File: src/rtl/medusa_pkg.sv
// Shared constants and types for the Medusa cape LED PWM path.
//   VALUE_W   : width of a gamma-corrected brightness value
//   PWM_STEPS : steps per PWM period (0..PWM_MAX)
//   PWM_MAX   : last step value before the counter wraps
//   commit_state_e : shadow->active commit FSM states
package medusa_pkg;
  localparam int VALUE_W   = 8;
  localparam int PWM_STEPS = 255;
  localparam int PWM_MAX   = 254;

  typedef enum logic {
    OPEN    = 1'b0,
    PENDING = 1'b1
  } commit_state_e;
endpackage

File: src/rtl/tick_divider.sv
// Programmable prescaler: emits one tick every prescale_i+1 clocks.
//   clk, reset  : clock, synchronous active-high reset
//   prescale_i  : divide ratio minus one
//   tick_o      : combinational tick, high in the clock where pre_cnt >= prescale_i
module tick_divider #(
  parameter int PRESCALE_W = 4
) (
  input  logic                  clk,
  input  logic                  reset,
  input  logic [PRESCALE_W-1:0] prescale_i,
  output logic                  tick_o
);
  logic [PRESCALE_W-1:0] r_pre_cnt;
  logic                  w_tick;

  // >= rather than == so a prescale drop below the running count fires at
  // once instead of waiting for a counter wrap.
  assign w_tick = (r_pre_cnt >= prescale_i);
  assign tick_o = w_tick;

  always_ff @(posedge clk) begin
    if (reset)       r_pre_cnt <= '0;
    else if (w_tick) r_pre_cnt <= '0;
    else             r_pre_cnt <= r_pre_cnt + 1'b1;
  end
endmodule

File: src/rtl/led_pwm.sv
// Multi-channel LED PWM with shadow/active brightness banks.
//   clk, reset        : clock, synchronous active-high reset
//   prescale_i        : one PWM step every prescale_i+1 clocks
//   load_valid_i/ready_o, load_channel_i, load_value_i : shadow write handshake
//   commit_i          : request shadow->active swap at the next period boundary
//   commit_pending_o  : swap requested and not yet performed
//   period_start_o    : pulse aligned with the first pwm_o of each period
//   pwm_o             : registered LED drive bits
module led_pwm
  import medusa_pkg::*;
#(
  parameter int CHANNELS   = 8,
  parameter int PRESCALE_W = 4,
  localparam int CH_W      = (CHANNELS > 1) ? $clog2(CHANNELS) : 1
) (
  input  logic                  clk,
  input  logic                  reset,
  input  logic [PRESCALE_W-1:0] prescale_i,
  input  logic                  load_valid_i,
  output logic                  load_ready_o,
  input  logic [CH_W-1:0]       load_channel_i,
  input  logic [VALUE_W-1:0]    load_value_i,
  input  logic                  commit_i,
  output logic                  commit_pending_o,
  output logic                  period_start_o,
  output logic [CHANNELS-1:0]   pwm_o
);
  logic [VALUE_W-1:0]               r_cnt;
  logic [CHANNELS-1:0][VALUE_W-1:0] r_shadow;
  logic [CHANNELS-1:0][VALUE_W-1:0] r_active;
  logic [CHANNELS-1:0]              r_pwm;
  logic [1:0]                       r_bnd_pipe;
  commit_state_e                    r_state, w_state_nxt;
  logic w_tick, w_boundary, w_swap, w_load_fire, w_ch_ok;

  tick_divider #(.PRESCALE_W(PRESCALE_W)) u_div (
    .clk        (clk),
    .reset      (reset),
    .prescale_i (prescale_i),
    .tick_o     (w_tick)
  );

  assign w_boundary = w_tick && (r_cnt == VALUE_W'(PWM_MAX));
  assign w_swap     = (r_state == PENDING) && w_boundary;
  // Out-of-range channels still complete the handshake; the write is dropped.
  assign w_ch_ok     = ({1'b0, load_channel_i} < (CH_W+1)'(CHANNELS));
  assign w_load_fire = load_valid_i && load_ready_o && w_ch_ok;

  always_ff @(posedge clk) begin
    if (reset)           r_cnt <= '0;
    else if (w_boundary) r_cnt <= '0;
    else if (w_tick)     r_cnt <= r_cnt + 1'b1;
  end

  always_ff @(posedge clk) begin
    if (reset) r_state <= OPEN;
    else       r_state <= w_state_nxt;
  end

  // A commit seen on the boundary cycle itself only enters PENDING, so the
  // swap lands on the following boundary, never the current one.
  always_comb begin
    w_state_nxt      = r_state;
    load_ready_o     = 1'b1;
    commit_pending_o = 1'b0;
    case (r_state)
      OPEN: begin
        if (commit_i) w_state_nxt = PENDING;
      end
      PENDING: begin
        load_ready_o     = 1'b0;
        commit_pending_o = 1'b1;
        if (w_boundary) w_state_nxt = OPEN;
      end
      default: w_state_nxt = OPEN;
    endcase
  end

  always_ff @(posedge clk) begin
    if (reset) begin
      r_shadow <= '0;
      r_active <= '0;
      r_pwm    <= '0;
    end else begin
      for (int i = 0; i < CHANNELS; i++) begin
        if (w_load_fire && (load_channel_i == CH_W'(i))) r_shadow[i] <= load_value_i;
        if (w_swap) r_active[i] <= r_shadow[i];
        r_pwm[i] <= (r_cnt < r_active[i]);
      end
    end
  end

  // Two stages: cnt/active update on the boundary edge, pwm_o one edge later.
  always_ff @(posedge clk) begin
    if (reset) r_bnd_pipe <= '0;
    else       r_bnd_pipe <= {r_bnd_pipe[0], w_boundary};
  end

  assign period_start_o = r_bnd_pipe[1];
  assign pwm_o          = r_pwm;
endmodule

File: config.mk
export PLATFORM = sky130hd
export DESIGN_NAME = led_pwm
export DESIGN_NICKNAME = d
export VERILOG_FILES = /design/src/rtl/medusa_pkg.sv /design/src/rtl/tick_divider.sv /design/src/rtl/led_pwm.sv
export SDC_FILE = /design/constraint.sdc
export NUM_CORES = 1
export LEC_CHECK = 0
export ABC_AREA = 1
export BUFFER_PORTS_ARGS = -buffer_cell sky130_fd_sc_hd__buf_2
export CORE_MARGIN = 2
export CORE_UTILIZATION = 45
export DETAILED_ROUTE_END_ITERATION = 16
export PLACE_DENSITY = 0.73
export SETUP_SLACK_MARGIN = 0.2
export SYNTH_ARGS = -nofsm -noshare
export SYNTH_HDL_FRONTEND = slang
export SYNTH_SLANG_ARGS = --single-unit
File: constraint.sdc
create_clock -name clk -period 2.2 [get_ports clk]
set_clock_uncertainty 0.15 [all_clocks]
set_input_delay 0.22 -clock clk [delete_from_list [all_inputs] [get_ports clk]]
set_output_delay 0.22 -clock clk [all_outputs]
set_load 0.03 [all_outputs]
==> run summary <==
status = completed
worst min-delay path category = primary input to flop
vias in the first global route = 5,962
switch share = 0.235
IO Count = 30
syn avg cell area = 7.06 um2
FF+latch area = 3020 um2
GR Util All Layers = 0.210
clock root buffer master = clkbuf_16
max cap viols = 0
Clock Power Share = 0.473
Row Count = 47
fmax = 0.518 GHz
Critical Path RT = 2.40 ns
Worst Setup End Kind = flop
Detail Route Antenna Nets = 0
r2r worst-path depth = 9
GPL Wtd Cong = 0.781
peak supply drop = 0.746 mV
Layout area overhead = 14.2%
cell mode on critical path = nand3_4
initial antenna violation count = 0
core area = 16,500 um2
Slew HR = 0.652
chip height = 134 um
Comb pwr share = 0.084
ANT cells = 0
Slew @ Worst Pin = 0.521 ns
Via density = 4.95
CP Class = flop to flop
GR Overflow Total = 0
Initial Util = 0.458
first-pass GRT wire length = 29,700 um
clock-pin slew on the worst setup and hold paths = 0.06 ns
DP HPWL = 11,200 um
Int Pwr = 4.85 mW
Inst Count DP = 1,290
Residual DRC = 0
worst path cell trace = inv_1, ha_1, nand4_2, nand3_4, nand3_4, clkbuf_16, nand2_1, inv_2, nor2_1
arrival time worst endpoint = 2.13 ns
CP Max Fanout = 24
Routed wire per std cell = 13.9 um
number of synthesized register bits = 151
hold depth = 5
CTS tree = built
layout cells sized above 1 = 0.0945
Pre-antenna DRT Iters = 5
Slew Limit Fails = 0
clk buf depth = 2
Psw = 1.49 mW
Pleak = 3.89 nW
TritonCTS buffer count = 17
IO Port Bufs = 29
CTS HTree Levels = 4
Ys Warns = 0
slowest stage delay, CP = 0.37 ns
CTS Sinks = 151
Setup Viol. Count Final = 0
mapped cell area = 7570 um2
postcts setup bufs = 0
largest net degree at the start of global routing = 81
fin crit share = 0.877
Synthesized Nets = 1,154
Seq/Total Area, Yosys = 0.399
RSZ-0062 raised after global routing = true
CP startpoint kind = flop
fill count = 1,589
synth unique cells = 22
CP top delay family = simple AND/OR/NAND/NOR gates
WP buf/inv = 3
die width = 134 um
Nets = 1,172
Non-Filler Instances = 1,321
setup tns final = 0 ns
CP max-delay cell = dfxtp_1
Mapped Cells = 1,072
Vias = 6,534
min cycle time layout = 1.93 ns
PD cells = 733 nW/um2
clock latency on the worst-skew pair = 0.41 ns
Fin. Hold Viols = 0
Reg power frac = 0.443
drt total wl = 18,400 um
Stages on worst setup path = 9
Iter 0 DRT Violations = 463
area of the multi-input gates = 3510 um2
die area = 17,900 um2
## cell type report
cell class	instances	share of cell area
Clock buffer	21	0.0521
Clock inverter	9	0.0175
Inverter	224	0.0972
Multi-Input combinational cell	644	0.406
Sequential cell	151	0.350
Tap cell	220	0.0318
Timing Repair Buffer	52	0.0459
## worst paths after layout
check | to | slack, ns | from
setup / recovery | r_active[20] | 0.27 | u_div.r_pre_cnt[0]
hold / removal | r_state | 0.02 | commit_i
setup reg to reg | r_active[20] | 0.27 | u_div.r_pre_cnt[0]
hold reg to reg | r_bnd_pipe[1] | 0.25 | r_bnd_pipe[0]
## flip-flops by register name, indices dropped and copies added (netlist names)
signal / cells
r_state: 1
r_cnt: 8
r_active: 64
pwm_o: 8
r_shadow: 64
r_bnd_pipe: 2
u_div.r_pre_cnt: 4
## per-layer routing
| metal | GRT usage | vias up | routed length, um |
|---|---|---|---|
| met5 | 0 | - | 0 |
| li1 | - | 3433 | - |
| met4 | 0.0532 | 0 | 261 |
| met2 | 0.354 | 132 | 8550 |
| met1 | 0.277 | 2952 | 8660 |
| met3 | 0.0388 | 17 | 885 |
## cells in the mapped netlist
master | instances | share of area
nand3_2 | 1 | 0.0013
nor3_2 | 1 | 0.0013
dfxtp_1 | 151 | 0.40
buf_2 | 10 | 0.0066
nand4_2 | 1 | 0.0017
nand3_1 | 25 | 0.017
buf_4 | 2 | 0.0020
inv_2 | 13 | 0.0064
a21oi_2 | 1 | 0.0012
xor2_1 | 1 | 0.0012
a21oi_1 | 87 | 0.058
inv_1 | 211 | 0.10
xnor2_1 | 2 | 0.0023
buf_6 | 3 | 0.0045
buf_1 | 10 | 0.0050
o21ai_0 | 74 | 0.049
clkbuf_1 | 28 | 0.014
nand2_1 | 205 | 0.10
nand3b_1 | 2 | 0.0020
nor2_1 | 95 | 0.047
nand4_1 | 86 | 0.071
ha_1 | 63 | 0.10
## timing repair
item                                    CTS  global route
resized for setup                         0            10
endpoints found under the setup margin    0            78
hold buffers                              0             0
endpoints found under the hold margin     0             0
## kinds of logic (layout without fill, tap and decap cells)
logic type,Yosys count,in the layout,synth area share
XOR/XNOR,3,3,0.00347
AND/OR/NAND/NOR,416,416,0.243
flip-flops,151,151,0.399
adder cells (fa/ha/maj),63,63,0.104
AO/OA/AOI/OAI,162,162,0.108
buffers and inverters,277,306,0.143
## worst min-delay path, cell delays in order
cell and delay [ns]:
buf_2 0.08, nor2_1 0.03, nor2_1 0.08, nand2_1 0.06, inv_1 0.09
## cell usage in the layout (no fill, tap or decap), types with 2 or more instances in the layout
cell type / n
buf_12: 4
a21oi_2: 3
buf_4: 15
nand3b_1: 2
bufinv_16: 4
buf_2: 29
buf_6: 3
inv_1: 210
clkinv_2: 3
nor2_1: 95
nand2_2: 2
nand3_4: 2
nand3_1: 23
o21ai_0: 74
clkbuf_1: 3
xnor2_1: 2
nand2_1: 203
inv_2: 14
a21oi_1: 85
clkbuf_16: 18
nand4_1: 86
dfxtp_1: 150
ha_1: 63
## power groups by stage
stage	logic (mW)	registers [mW]	clock network [mW]
final	0.535	2.81	3.00
after floorplan	0.319	2.88	0
after detailed placement	0.516	2.87	0
after CTS	0.517	2.81	3.04
after global placement	0.507	2.87	0
after global routing	0.598	2.81	3.17
## metrics by stage
| step | hold WS (ns) | util | instance area, um2 | power, mW | setup WS, ns |
|---|---|---|---|---|---|
| 2_1_floorplan | 0.234 | - | 7570 | 3.20 | 0.329 |
| 3_3_place_gp | 0.242 | 0.483 | 7980 | 3.37 | 0.258 |
| 3_5_place_dp | 0.248 | 0.483 | 7980 | 3.38 | 0.208 |
| 4_1_cts | 0.0188 | 0.519 | 8580 | 6.37 | 0.235 |
| 5_1_grt | 0.0580 | 0.523 | 8650 | 6.58 | 0.158 |
| 6_report | 0.0219 | 0.523 | 8650 | 6.34 | 0.271 |
Power figures use the tool's default switching activity.
